`config.mk`:
```
export PLATFORM = sky130hd
export DESIGN_NAME = writeback_arbiter
export DESIGN_NICKNAME = d
export VERILOG_FILES = /design/src/rtl/writeback_arbiter.sv
export SDC_FILE = /design/constraint.sdc
export NUM_CORES = 1
export LEC_CHECK = 0
export ABC_AREA = 1
export BUFFER_PORTS_ARGS = -buffer_cell sky130_fd_sc_hd__buf_2
export CORE_UTILIZATION = 45
export CTS_CLUSTER_SIZE = 12
export DETAILED_ROUTE_END_ITERATION = 7
export GPL_TIMING_DRIVEN = 1
export PLACE_DENSITY_LB_ADDON = 0.15
export SLEW_MARGIN = 15
export SYNTH_ARGS = -nofsm -noshare
export SYNTH_HDL_FRONTEND = slang
export SYNTH_SLANG_ARGS = --single-unit
```
`constraint.sdc`:
```
create_clock -name clk -period 8.15 [get_ports clk]
set_input_delay 1.63 -clock clk [delete_from_list [all_inputs] [get_ports clk]]
set_output_delay 1.63 -clock clk [all_outputs]
set_load 0.1 [all_outputs]
```
`src/rtl/writeback_arbiter.sv`:
```
// writeback_arbiter: two-source (ALU/load) result FIFOs round-robin arbitrated onto the
// register file write port, with combinational pending-write hazard queries for decode.
module writeback_arbiter #(
    parameter int WIDTH = 64,
    parameter int DEPTH = 4
) (
    input  logic             clk,
    input  logic             rst,
    input  logic             alu_valid,
    output logic             alu_ready,
    input  logic [4:0]       alu_addr,
    input  logic [WIDTH-1:0] alu_data,
    input  logic             mem_valid,
    output logic             mem_ready,
    input  logic [4:0]       mem_addr,
    input  logic [WIDTH-1:0] mem_data,
    output logic             we3,
    output logic [4:0]       wa3,
    output logic [WIDTH-1:0] wd3,
    input  logic [4:0]       q_addr1,
    input  logic [4:0]       q_addr2,
    output logic             q_pend1,
    output logic             q_pend2,
    output logic             idle
);
    localparam int PW = $clog2(DEPTH);
    localparam int CW = PW + 1;
    localparam logic [CW-1:0] FULL = CW'(DEPTH);
    typedef enum logic {ALU, MEM} src_t;

    src_t             last_grant, next_grant;
    logic [4:0]       a_addr [DEPTH];
    logic [WIDTH-1:0] a_data [DEPTH];
    logic [4:0]       m_addr [DEPTH];
    logic [WIDTH-1:0] m_data [DEPTH];
    logic [PW-1:0]    a_rd, a_wr, m_rd, m_wr, a_off, m_off;
    logic [CW-1:0]    a_cnt, m_cnt;
    logic             a_push, m_push, a_pop, m_pop, hit1, hit2;
    logic [4:0]       head_addr;
    logic [WIDTH-1:0] head_data;

    assign alu_ready = !rst && a_cnt != FULL;
    assign mem_ready = !rst && m_cnt != FULL;
    assign a_push    = alu_valid && alu_ready;
    assign m_push    = mem_valid && mem_ready;
    assign idle      = a_cnt == '0 && m_cnt == '0 && !we3;

    always_comb begin
        a_pop      = a_cnt != '0 && (m_cnt == '0 || last_grant == MEM);
        m_pop      = m_cnt != '0 && !a_pop;
        next_grant = (a_cnt != '0 && m_cnt != '0) ? (a_pop ? ALU : MEM) : last_grant;
        head_addr  = a_pop ? a_addr[a_rd] : m_addr[m_rd];
        head_data  = a_pop ? a_data[a_rd] : m_data[m_rd];
    end

    // Payload storage needs no reset: occupancy is tracked by the counts alone.
    always_ff @(posedge clk) begin
        if (a_push) begin
            a_addr[a_wr] <= alu_addr;
            a_data[a_wr] <= alu_data;
        end
        if (m_push) begin
            m_addr[m_wr] <= mem_addr;
            m_data[m_wr] <= mem_data;
        end
    end

    always_ff @(posedge clk or posedge rst) begin
        if (rst) begin
            a_rd       <= '0;
            a_wr       <= '0;
            a_cnt      <= '0;
            m_rd       <= '0;
            m_wr       <= '0;
            m_cnt      <= '0;
            last_grant <= MEM;
            we3        <= 1'b0;
            wa3        <= '0;
            wd3        <= '0;
        end else begin
            a_rd       <= a_rd + PW'(a_pop);
            a_wr       <= a_wr + PW'(a_push);
            a_cnt      <= a_cnt + CW'(a_push) - CW'(a_pop);
            m_rd       <= m_rd + PW'(m_pop);
            m_wr       <= m_wr + PW'(m_push);
            m_cnt      <= m_cnt + CW'(m_push) - CW'(m_pop);
            last_grant <= next_grant;
            we3        <= (a_pop || m_pop) && head_addr != 5'd31;
            if (a_pop || m_pop) begin
                wa3 <= head_addr;
                wd3 <= head_data;
            end
        end
    end

    // A slot is live when its distance from the read pointer is below the count.
    always_comb begin
        hit1  = we3 && wa3 == q_addr1;
        hit2  = we3 && wa3 == q_addr2;
        a_off = '0;
        m_off = '0;
        for (int i = 0; i < DEPTH; i++) begin
            a_off = PW'(i) - a_rd;
            m_off = PW'(i) - m_rd;
            if (CW'(a_off) < a_cnt) begin
                hit1 = hit1 || a_addr[i] == q_addr1;
                hit2 = hit2 || a_addr[i] == q_addr2;
            end
            if (CW'(m_off) < m_cnt) begin
                hit1 = hit1 || m_addr[i] == q_addr1;
                hit2 = hit2 || m_addr[i] == q_addr2;
            end
        end
        q_pend1 = q_addr1 != 5'd31 && hit1;
        q_pend2 = q_addr2 != 5'd31 && hit2;
    end
endmodule

```
After elaboration in Yosys (flattened, before gate mapping)

Memories as Yosys holds them, arrays and structs flattened.
Cells that the tools add are included.

Register bits: 85
Bits in writable memories: 552
Input bits: 152
Logic and storage cells: 123
Memories: 4

Memories:

| memory | depth | width | read ports | clocked after Yosys merged registers in | write ports | RTL line | source |
|---|---|---|---|---|---|---|---|
| a_data | 4     | 64    | 1          | 0                                       | 1           | 33       | `logic [WIDTH-1:0] a_data [DEPTH];` |
| m_data | 4     | 64    | 1          | 0                                       | 1           | 35       | `logic [WIDTH-1:0] m_data [DEPTH];` |
| a_addr | 4     | 5     | 5          | 0                                       | 1           | 32       | `logic [4:0] a_addr [DEPTH];` |
| m_addr | 4     | 5     | 5          | 0                                       | 1           | 34       | `logic [4:0] m_addr [DEPTH];` |

Add/subtract/negate cells: 16
Magnitude comparators: 8
Equal/unequal tests: 23
Muxes and demuxes: 23
Reduce and logical (&&, ||, !) cells: 39

Operators with widths:

| kind                  | number |
|---|---|
| $eq A5 B5 Y1          | 18 |
| $mux W64              | 1 |
| $lt A2 B3 Y1          | 8 |
| $mux W1               | 21 |
| $logic_or A1 B1 Y1    | 18 |
| $ne A5 B5 Y1 const B  | 3 |
| $logic_and A1 B1 Y1   | 14 |
| $add A2 B1 Y2         | 4 |
| $sub A1 B2 Y2 const A | 4 |
| $sub A2 B2 Y2 const A | 4 |
| $add A3 B1 Y3         | 2 |
| $logic_not A3 Y1      | 2 |
| $ne A3 B3 Y1 const B  | 2 |
| $reduce_bool A3 Y1    | 2 |
| $sub A3 B1 Y3         | 2 |
| $mux W5               | 1 |
| $logic_not A1 Y1      | 3 |

Depth between registers and ports, before layout

Gate-level depths: netlist (run 1).

Depth after elaboration: 19
Depth in mapped cells: 17

Least setup slack after synthesis (run 1)

OpenSTA, ideal clock, no wires.

Kind: input to register
Start point: input rst
End point: memory a_addr[0][0], enable pin
Library setup time: 0.581 ns
Arrival: 8.414 ns
Data required time: 7.569 ns
Slack: -0.845 ns
Cell stages on the path: 3
Path buffers: 0
Cell sequence: a31oi_1 -> nand2_1 -> nor3_1

Cells in the longest elaborated chain, start to end: 5

Ends and longest elaborated chain:

| item                          | RTL line | source |
|---|---|---|
| start: declaration            | 8        | `input logic rst,` |
| $logic_not A1 Y1 (no line)    | -        |  |
| $logic_and A1 B1 Y1           | 42       | `assign alu_ready = !rst && a_cnt != FULL;` |
| $logic_and A1 B1 Y1           | 44       | `assign a_push = alu_valid && alu_ready;` |
| $mux W1                       | 58       | `if (a_push) begin` |
| $mux W1 (not written as such) | 59       | `a_addr[a_wr] <= alu_addr;` |
| end: declaration              | 32       |  |

No other way between the ends.

Worst setup path in the final report (run 1)

Start point: register m_rd[1]
End point: output q_pend1

Cells in the longest elaborated chain, start to end: 16

Ends and longest elaborated chain:

| item                     | RTL line | source |
|---|---|---|
| start: declaration       | 36       | `logic [PW-1:0] a_rd, a_wr, m_rd, m_wr, a_off, m_off;` |
| start signal: assignment | 84       | `m_rd <= m_rd + PW'(m_pop);` |
| $sub A1 B2 Y2            | 104      | `m_off = PW'(i) - m_rd;` |
| $lt A2 B3 Y1             | 109      | `if (CW'(m_off) < m_cnt) begin` |
| $mux W1                  | 109      |  |
| $logic_or A1 B1 Y1       | 106      | `hit1 = hit1 \|\| a_addr[i] == q_addr1;` |
| $mux W1                  | 105      | `if (CW'(a_off) < a_cnt) begin` |
| $logic_or A1 B1 Y1       | 110      | `hit1 = hit1 \|\| m_addr[i] == q_addr1;` |
| $mux W1                  | 109      |  |
| $logic_or A1 B1 Y1       | 106      |  |
| $mux W1                  | 105      |  |
| $logic_or A1 B1 Y1       | 110      |  |
| $mux W1                  | 109      |  |
| $logic_or A1 B1 Y1       | 106      |  |
| $mux W1                  | 105      |  |
| $logic_or A1 B1 Y1       | 110      |  |
| $mux W1 (*)              | 109      |  |
| $logic_and A1 B1 Y1 (*)  | 114      | `q_pend1 = q_addr1 != 5'd31 && hit1;` |
| end: declaration         | 22       | `output logic q_pend1,` |

Every way passes the cells marked *; elsewhere a longest branch is shown, timed or not.

==> flow_metrics.py, run 1 <==
metrics = {
    "run_status": {
        "outcome": "completed",
    },
    "routing": {
        "drt_iter0_markers": 1048,
        "wl_um": 68400,
        "drc": 0,
        "vias_per_cell": 5.20,
        "drt-pass1-iter-count": 5,
        "antenna_left": 0,
        "wl_per_cell_um": 21.0,
        "vias": 16900,
    },
    "critical_path": {
        "crit_chain": "buf_4 > nor2_1 > nor2_1 > inv_1 > ha_1 > nand3_1 > nand2_1 > nor2_1 > nand2_1 > nand2_1 > nor2_1 > nand3_1 > nand2_1 > inv_1 > buf_2",
        "arrival_ns": 3.88,
        "crit_buf_inv": 4,
        "start_kind": "flip-flop",
        "crit_path_top_delay_cell": "dfrtp_2",
        "cp-startpoint": "m_rd[1]$_DFF_PP0_",
        "worstSetupPathType": "flip-flop to output pin",
        "end_kind": "output pin",
        "cp_top_family": "buffers and inverters",
        "r2r-start": "m_cnt[1]$_DFF_PP0_",
        "regToRegSetupSlack_ns": 4.67,
        "path_max_fanout": 42,
        "critical-path-max-stage-delay_ns": 0.78,
        "r2r-end": "m_cnt[2]$_DFF_PP0_",
        "required_ns": 6.52,
        "worstRegToRegCells": 12,
    },
    "clock_network": {
        "cts_sinks": 637,
        "cts_resized": 0,
        "cts-buffers-inserted": 68,
        "htreeDepth": 3,
        "cts_max_path_buffers": 3,
        "clkLatencyLatePin_ns": 0.60,
        "cts_setup_buffers": 0,
        "path_clk_slew_ns": 0.06,
        "cts_hold_buf": 0,
        "cts_tree": "done",
        "clockRootBuffer": "clkbuf_16",
    },
    "synthesis": {
        "yosysTopAreaCellShare_pct": 63.2,
        "yosys_register_bits": 637,
        "ys_warn_count": 0,
        "ys_seq_area_share_pct": 71.4,
        "syn_nets": 2387,
        "syn_inst": 2217,
        "synth_area_leaders": "edfxtp_1 63%, nand2_1 8.8%, dfrtp_1 8.0%",
        "syn_area_per_cell_um2": 11.8,
        "ys_types": 30,
        "synth.largest_area_cell": "edfxtp_1",
        "synth_area_mm2": 0.0262,
    },
    "min_path": {
        "holdCritStartpoint": "wd3[14]$_DFFE_PP0P_",
        "hold_path_end": "wd3[14]$_DFFE_PP0P_",
        "whs_path_depth": 2,
        "holdCritPathClass": "flip-flop to flip-flop",
    },
    "job": {
        "max_cap_violations": 0,
    },
    "timing": {
        "tns_ns": 0,
        "slew_headroom_pct": 22.9,
        "maxSlewViolCount": 0,
        "max_freq_mhz": 181,
        "post-route-period-util_pct": 67.7,
        "skew_ns": 0.0227,
        "fin_crit_ns": 5.51,
        "setup_slack_ns": 2.64,
        "final-setup-viol-count": 0,
        "tightest_slew_ns": 1.16,
        "rsz0062_at_grt": "no",
        "whs_ns": 0.470,
        "hold_violations": 0,
    },
    "global_routing": {
        "globalRouteOverflowTotal": 0,
        "grt_pass1_vias": 16700,
        "grt_pass1_wl_um": 103000,
        "antenna_found_initial": 18,
        "grt_max_degree": 82,
        "grt_usage_pct": 23.3,
    },
    "finish": {
        "regArea_mm2": 0.0187,
        "n_fill_cell": 4994,
        "multi_input_area_mm2": 0.00626,
        "final_layout_size_suffix_gt1_share_pct": 14.9,
        "fin_nets": 2600,
        "post-route-util_pct": 52.5,
        "area_growth_pct": 15.2,
    },
    "placement": {
        "dp_hpwl_um": 41100,
        "pre_cts_ws_ns": 3.17,
        "gp_congestion": 0.844,
        "io_buffers": 226,
    },
    "power": {
        "powerDensity_mw_per_mm2": 400,
        "p_leak_nw": 11.8,
        "p_total_mw": 12.1,
        "peakVddDrop_v": 0.000329,
    },
    "floorplanning": {
        "io_pins": 227,
        "rows": 88,
        "core_area_mm2": 0.0576,
        "die-area_mm2": 0.0592,
        "initial_utilization_pct": 45.5,
        "die_width_um": 243,
        "die_y_um": 243,
    },
}
[state kept, by name, indices dropped and copies added, names as in the netlist]
signal	cells
m_addr	20
m_rd	2
m_cnt	3
a_wr	2
a_cnt	3
we3	1
wd3	64
last_grant	1
m_data	256
a_addr	20
a_rd	2
m_wr	2
wa3	5
a_data	256
[worst max path at each step]
stage,to,depth (start not counted),slack (ns)
finish,q_pend1,15,2.64
global route,q_pend1,15,2.35
CTS,q_pend1,15,2.51
detailed placement,q_pend1,15,3.17
global placement,q_pend1,15,3.19
floorplan,a_addr[0][0]$_DFFE_PP_,3,-0.84
[layout by cell type, fill, tap and decap left out, drive strengths merged]
master     n
a21boi     2
a21oi    131
a31oi      2
buf      255
clkbuf   110
clkinv    14
dfrtp     84
dfstp      1
diode      4
edfxtp   552
fa         2
ha        16
inv      209
nand2    613
nand3     85
nand4     14
nor2     187
nor3      12
o2111ai  128
o21ai     14
o22ai      2
xnor2     26
xor2      27
[layout make-up]
class | count | share of cell area, %
flip-flops and latches | 637 | 61.9
well taps | 765 | 3.17
repair buffers | 255 | 4.46
clock buffers | 110 | 6.73
diodes | 4 | 0.0331
clock inverters | 16 | 0.348
inverters | 207 | 2.58
multi-input cells | 1261 | 20.7
[metal layers]
layer / wire length [um] / track usage, % / part of all wire (%)
met1: 29900 / 30.3 / 44
met2: 33200 / 39.0 / 48
met3: 3700 / 4.71 / 5.4
met4: 1520 / 7.57 / 2.2
met5: 158 / 0 / 0.23
[where the power goes]
group,total (mW),switching (mW),internal (mW)
clock network,2.94,1.23,1.72
logic,4.66,3.64,1.02
registers,4.47,0.348,4.12
total,12.1,5.22,6.86
[metrics by stage]
stage / cell area, um2 / cells
global placement: 28100 / 3125
detailed placement: 28100 / 3125
global route: 30200 / 3253
floorplan: 26200 / 2217
finish: 30200 / 3255
CTS: 30200 / 3251
[worst register-to-register path, delay by kind of cell, from the launching register on]
kind	cells	cell delay, ns
XOR/XNOR	2	0.28
AND/OR/NAND/NOR	2	0.43
buffers and inverters	4	1.19
flip-flops	1	0.42
AO/OA/AOI/OAI	1	0.18
adder cells (fa/ha/maj)	3	0.87
[cell usage after synthesis (all sizes together)]
cell / number
ha: 16
buf: 78
nand3: 85
nand4: 14
clkbuf: 34
a21boi: 2
nand2: 613
nor3: 12
o21ai: 14
a21oi: 131
nor2: 187
dfstp: 1
fa: 2
o22ai: 2
xnor2: 26
dfrtp: 84
a31oi: 2
inv: 207
xor2: 27
o2111ai: 128
edfxtp: 552
[cells by family after synthesis]
family	Yosys count	share of synthesized area, %
AND/OR/NAND/NOR	911	13.7
flip-flops	637	71.4
buffers and inverters	319	5.04
AO/OA/AOI/OAI	279	7.23
XOR/XNOR	53	1.77
adder cells (fa/ha/maj)	18	0.916
(Power assumes the default switching activity.)
==> inputs of run 2 (changes only) <==
==> constraint.sdc (replaced) <==
create_clock -name clk -period 5.8 [get_ports clk]
set_input_delay 1.16 -clock clk [delete_from_list [all_inputs] [get_ports clk]]
set_output_delay 1.16 -clock clk [all_outputs]
set_load 0.1 [all_outputs]
==> run 2 against run 1 <==
Effect of this change:
- via count grew 2.2%
- critical path depth down 1
- count of clock-buffer cells in the layout is 8 lower
- largest cell class unchanged
- largest power group unchanged
==> flow_metrics.py, run 2 (same netlist as run 1, synthesis figures left out) <==
metrics = {
    "run_status": {
        "outcome": "completed",
    },
    "routing": {
        "wl_per_cell_um": 22.0,
        "wl_um": 71700,
        "drc": 0,
        "vias": 17300,
        "vias_per_cell": 5.30,
        "drt_iter0_markers": 1106,
        "drt-pass1-iter-count": 5,
        "antenna_left": 0,
    },
    "floorplanning": {
        "die-area_mm2": 0.0592,
        "io_pins": 227,
        "die_width_um": 243,
        "die_y_um": 243,
        "initial_utilization_pct": 45.5,
        "rows": 88,
        "core_area_mm2": 0.0576,
    },
    "critical_path": {
        "required_ns": 4.64,
        "end_kind": "output pin",
        "arrival_ns": 3.44,
        "start_kind": "flip-flop",
        "path_max_fanout": 65,
        "regToRegSetupSlack_ns": 2.71,
        "worstSetupPathType": "flip-flop to output pin",
    },
    "placement": {
        "io_buffers": 226,
        "dp_hpwl_um": 44100,
        "gp_congestion": 0.883,
        "pre_cts_ws_ns": 1.79,
        "dp.cells": 3129,
    },
    "clock_network": {
        "cts_sinks": 637,
        "cts_max_path_buffers": 3,
        "clockRootBuffer": "clkbuf_16",
        "cts_tree": "done",
        "cts_resized": 0,
        "clkLatencyLatePin_ns": 0.61,
        "cts_hold_buf": 0,
        "path_clk_slew_ns": 0.05,
        "cts_setup_buffers": 0,
        "cts-buffers-inserted": 70,
        "htreeDepth": 3,
    },
    "finish": {
        "fin_nets": 2606,
        "finalNonFillerCells": 3263,
        "final_layout_size_suffix_gt1_share_pct": 15.0,
        "n_fill_cell": 4999,
        "reg.largest.list": "a_data x256, m_data x256, wd3 x64",
        "final_common_cell": "nand2_1",
        "area_growth_pct": 15.8,
        "layout_common_cells": "613 x nand2_1, 552 x edfxtp_1, 226 x buf_2, 201 x inv_1, 184 x nor2_1",
    },
    "timing": {
        "skew_ns": 0.0248,
        "hold_violations": 0,
        "setup_slack_ns": 1.20,
        "fin_crit_ns": 4.60,
        "rsz0062_at_grt": "no",
        "maxSlewViolCount": 0,
        "final-setup-viol-count": 0,
        "max_freq_mhz": 218,
        "tightest_slew_ns": 1.11,
        "tns_ns": 0,
        "slew_headroom_pct": 26.3,
        "post-route-period-util_pct": 79.2,
        "whs_ns": 0.470,
    },
    "power": {
        "powerDensity_mw_per_mm2": 565,
        "peakVddDrop_v": 0.000509,
        "p_leak_nw": 11.8,
        "p_total_mw": 17.1,
    },
    "global_routing": {
        "grt_max_degree": 76,
        "top_usage_layer": "met2",
        "use_met2_pct": 40.9,
        "groute.layer.met1.usage_pct": 31.5,
        "grt_pass1_wl_um": 107000,
        "grt_usage_pct": 24.4,
        "globalRouteOverflowTotal": 0,
        "antenna_found_initial": 21,
        "gr-usage-met3_pct": 5.33,
        "grt_pass1_vias": 17000,
    },
    "min_path": {
        "holdCritPathClass": "flip-flop to flip-flop",
    },
    "job": {
        "max_cap_violations": 0,
    },
}
==> run 2: changes by cell type in the layout (fill, tap and decap cells not counted), sizes merged <==
cell    change
inv         +1
diode       +4
clkbuf      -8
bufinv      +2
buf         +4
clkinv      +5
==> run 2: stage by stage <==
step	cell area, um2	utilization (%)
2_1_floorplan	26300	-
3_3_place_gp	28200	48.9
3_5_place_dp	28200	48.9
4_1_cts	30300	52.7
5_1_grt	30300	52.7
6_report	30400	52.7
==> run 2: path summary, 6_finish.rpt <==
check	from	end	depth (start not counted)
max in group asynchronous	rst	m_rd[0]$_DFF_PP0_	3
hold / removal	wd3[54]$_DFFE_PP0P_	wd3[54]$_DFFE_PP0P_	2
setup / recovery	m_rd[0]$_DFF_PP0_	q_pend1	14
min in group asynchronous	rst	wd3[59]$_DFFE_PP0P_	2
hold reg to reg	wd3[54]$_DFFE_PP0P_	wd3[54]$_DFFE_PP0P_	2
setup reg to reg	a_rd[0]$_DFF_PP0_	wd3[50]$_DFFE_PP0P_	7
==> run 2: worst max-delay path: stages (launching register included) <==
cell and delay (ns):
dfrtp_4 0.95, nor2_1 0.31, nor2_1 0.21, inv_1 0.06
ha_1 0.27, nand3_1 0.08, nand2_1 0.06, nor2_1 0.09
nand2_1 0.05, nand2_1 0.07, nor2_1 0.05, nand3_1 0.08
nand2_1 0.07, inv_1 0.06, buf_2 0.41
==> run 2: metal layers <==
metal	part of all wire (%)	wire length (um)
met5	0.25	177
met2	50	35500
met3	6.6	4740
met1	41	29600
met4	2.3	1630
==> run 2: power by group <==
group	internal, mW	switching [mW]	total, mW
clock	2.45	1.76	4.21
combinational	1.46	5.16	6.62
sequential	5.79	0.531	6.32
==> run 2: cell type report <==
class | instances | area [um2] | share of cell area, %
diodes | 8 | 20.0 | 0.0660
clock inverters | 24 | 199 | 0.655
inverters | 207 | 781 | 2.57
well taps | 765 | 957 | 3.15
multi-input cells | 1261 | 6310 | 20.8
repair buffers | 259 | 1400 | 4.63
flip-flops and latches | 637 | 18700 | 61.7
clock buffers | 102 | 1960 | 6.47
==> inputs of run 3 (changes only) <==
==> constraint.sdc (replaced) <==
create_clock -name clk -period 4.2 [get_ports clk]
set_input_delay 0.84 -clock clk [delete_from_list [all_inputs] [get_ports clk]]
set_output_delay 0.84 -clock clk [all_outputs]
set_load 0.1 [all_outputs]
==> run 3 against run 2 <==
Effect of this change:
- wire length is 3.1% lower
- die area stayed put
- largest cell class unchanged
- final cell count hardly changed
- critical path type unchanged
- critical path depth stayed put
- combinational power is 41% higher
- clock skew is 0.0013 ns lower
- sequential power is 36% higher
- non-clock buffer count is 2 higher
- global-route usage is 0.80 points lower
- core utilization is 0.10 points lower
- power is 37% higher
- clock power is 30% higher
==> flow_metrics.py, run 3 (same netlist as run 1, synthesis figures left out) <==
metrics = {
    "clock_network": {
        "cts_sinks": 637,
        "cts_max_path_buffers": 3,
        "cts-buffers-inserted": 68,
        "cts_tree": "done",
        "cts_resized": 0,
        "clockRootBuffer": "clkbuf_16",
        "path_clk_slew_ns": 0.06,
        "htreeDepth": 3,
        "cts_hold_buf": 0,
        "clkLatencyLatePin_ns": 0.60,
        "cts_setup_buffers": 0,
    },
    "routing": {
        "vias": 17100,
        "drt-pass1-iter-count": 5,
        "vias_per_cell": 5.26,
        "drt_iter0_markers": 1155,
        "antenna_left": 0,
        "wl_per_cell_um": 21.3,
        "wl_um": 69500,
        "drc": 0,
    },
    "power": {
        "p_leak_nw": 11.8,
        "peakVddDrop_v": 0.000531,
        "p_total_mw": 23.4,
        "powerDensity_mw_per_mm2": 773,
    },
    "min_path": {
        "holdCritPathClass": "primary input to flip-flop",
        "holdCritStartpoint": "mem_addr[2]",
    },
    "timing": {
        "rsz0062_at_grt": "no",
        "tns_ns": 0,
        "max_freq_mhz": 262,
        "skew_ns": 0.0235,
        "slew_headroom_pct": 25.1,
        "post-route-period-util_pct": 90.7,
        "fin_crit_ns": 3.81,
        "tightest_slew_ns": 1.12,
        "hold_violations": 0,
        "final-setup-viol-count": 0,
        "maxSlewViolCount": 0,
    },
    "run_status": {
        "outcome": "completed",
    },
    "floorplanning": {
        "die_y_um": 243,
        "initial_utilization_pct": 45.5,
        "die-area_mm2": 0.0592,
        "rows": 88,
        "die_width_um": 243,
        "core_area_mm2": 0.0576,
        "io_pins": 227,
    },
    "global_routing": {
        "grt_pass1_wl_um": 104000,
        "grt_usage_pct": 23.6,
        "antenna_found_initial": 27,
        "grt_pass1_vias": 16700,
        "globalRouteOverflowTotal": 0,
        "grt_max_degree": 96,
    },
    "finish": {
        "layout_common_cells": "613 x nand2_1, 552 x edfxtp_1, 223 x buf_2, 201 x inv_1, 184 x nor2_1",
        "area_growth_pct": 15.6,
        "fin_nets": 2606,
        "final_layout_size_suffix_gt1_share_pct": 15.0,
        "reg.largest.list": "a_data x256, m_data x256, wd3 x64",
        "stdcell_area_mm2": 0.0303,
        "finalNonFillerCells": 3262,
        "final_common_cell": "nand2_1",
    },
    "placement": {
        "gp_congestion": 0.862,
        "dp.cells": 3131,
        "dpl_cell_area_mm2": 0.0283,
        "io_buffers": 226,
        "dp_hpwl_um": 41400,
    },
    "critical_path": {
        "start_kind": "flip-flop",
        "worstSetupPathType": "flip-flop to output pin",
        "cp-startpoint": "m_rd[0]$_DFF_PP0_",
        "arrival_ns": 2.97,
        "required_ns": 3.36,
        "regToRegSetupSlack_ns": 1.17,
        "r2r-start": "m_rd[1]$_DFF_PP0_",
        "path_max_fanout": 40,
        "end_kind": "output pin",
    },
    "job": {
        "max_cap_violations": 0,
    },
}
-- run 3: cell types whose count changed in the layout (fill, tap and decap cells not counted), moves of 3 or more --
cell / previous run / this run
clkbuf_16: 72 / 69
clkbuf_1: 25 / 32
buf_2: 226 / 223
clkinv_1: 12 / 4
buf_12: 2 / 5
diode_2: 8 / 11
inv_6: 2 / 5
-- run 3: stage by stage --
step | utilization, % | hold slack, ns | setup WS [ns]
after global routing | 52.6 | 0.446 | 0.135
after global placement | 49.1 | 0.458 | 1.01
after floorplan | - | 0.473 | 0.101
final | 52.6 | 0.455 | 0.389
after detailed placement | 49.1 | 0.460 | 0.988
after CTS | 52.6 | 0.424 | 0.341
-- run 3: per-layer routing --
metal  share of wire [%]  GRT usage, %  vias to the layer above
met3                 6.4          5.28                      128
met2                  47          37.7                      460
met1                  44          32.0                     8396
li1                    -             -                     8137
met4                 2.3          7.49                       28
met5                0.27             0                        -
-- run 3: layout make-up --
type,count,area (um2)
flip-flops and latches,637,18700
repair buffers,261,1460
fillers,5028,27300
clock inverters,13,75.1
diodes,11,27.5
multi-input cells,1261,6340
inverters,207,782
well taps,765,957
clock buffers,107,1930
-- run 3: final timing paths --
check | endpoint | cells after the start
hold reg to reg | wd3[52]$_DFFE_PP0P_ | 2
hold / removal | m_addr[2][2]$_DFFE_PP_ | 1
setup reg to reg | we3$_DFF_PP0_ | 10
setup / recovery | q_pend1 | 14
min in group asynchronous | wa3[3]$_DFFE_PP0P_ | 2
max in group asynchronous | wd3[44]$_DFFE_PP0P_ | 3
-- run 3: power breakdown --
part / internal (mW) / switching (mW)
Combinational: 2.07 / 7.25
Sequential: 8.00 / 0.604
Clock: 3.15 / 2.33
-- run 3: critical path, cell delays in order (launching register included) --
cell	delay, ns
dfrtp_4	0.67
nor2_1	0.39
nor2_1	0.13
inv_1	0.08
ha_1	0.21
nand3_1	0.09
nand2_1	0.08
nor2_1	0.12
nand2_1	0.06
nand2_1	0.08
nor2_1	0.04
nand3_1	0.08
nand2_1	0.07
inv_1	0.09
buf_12	0.18
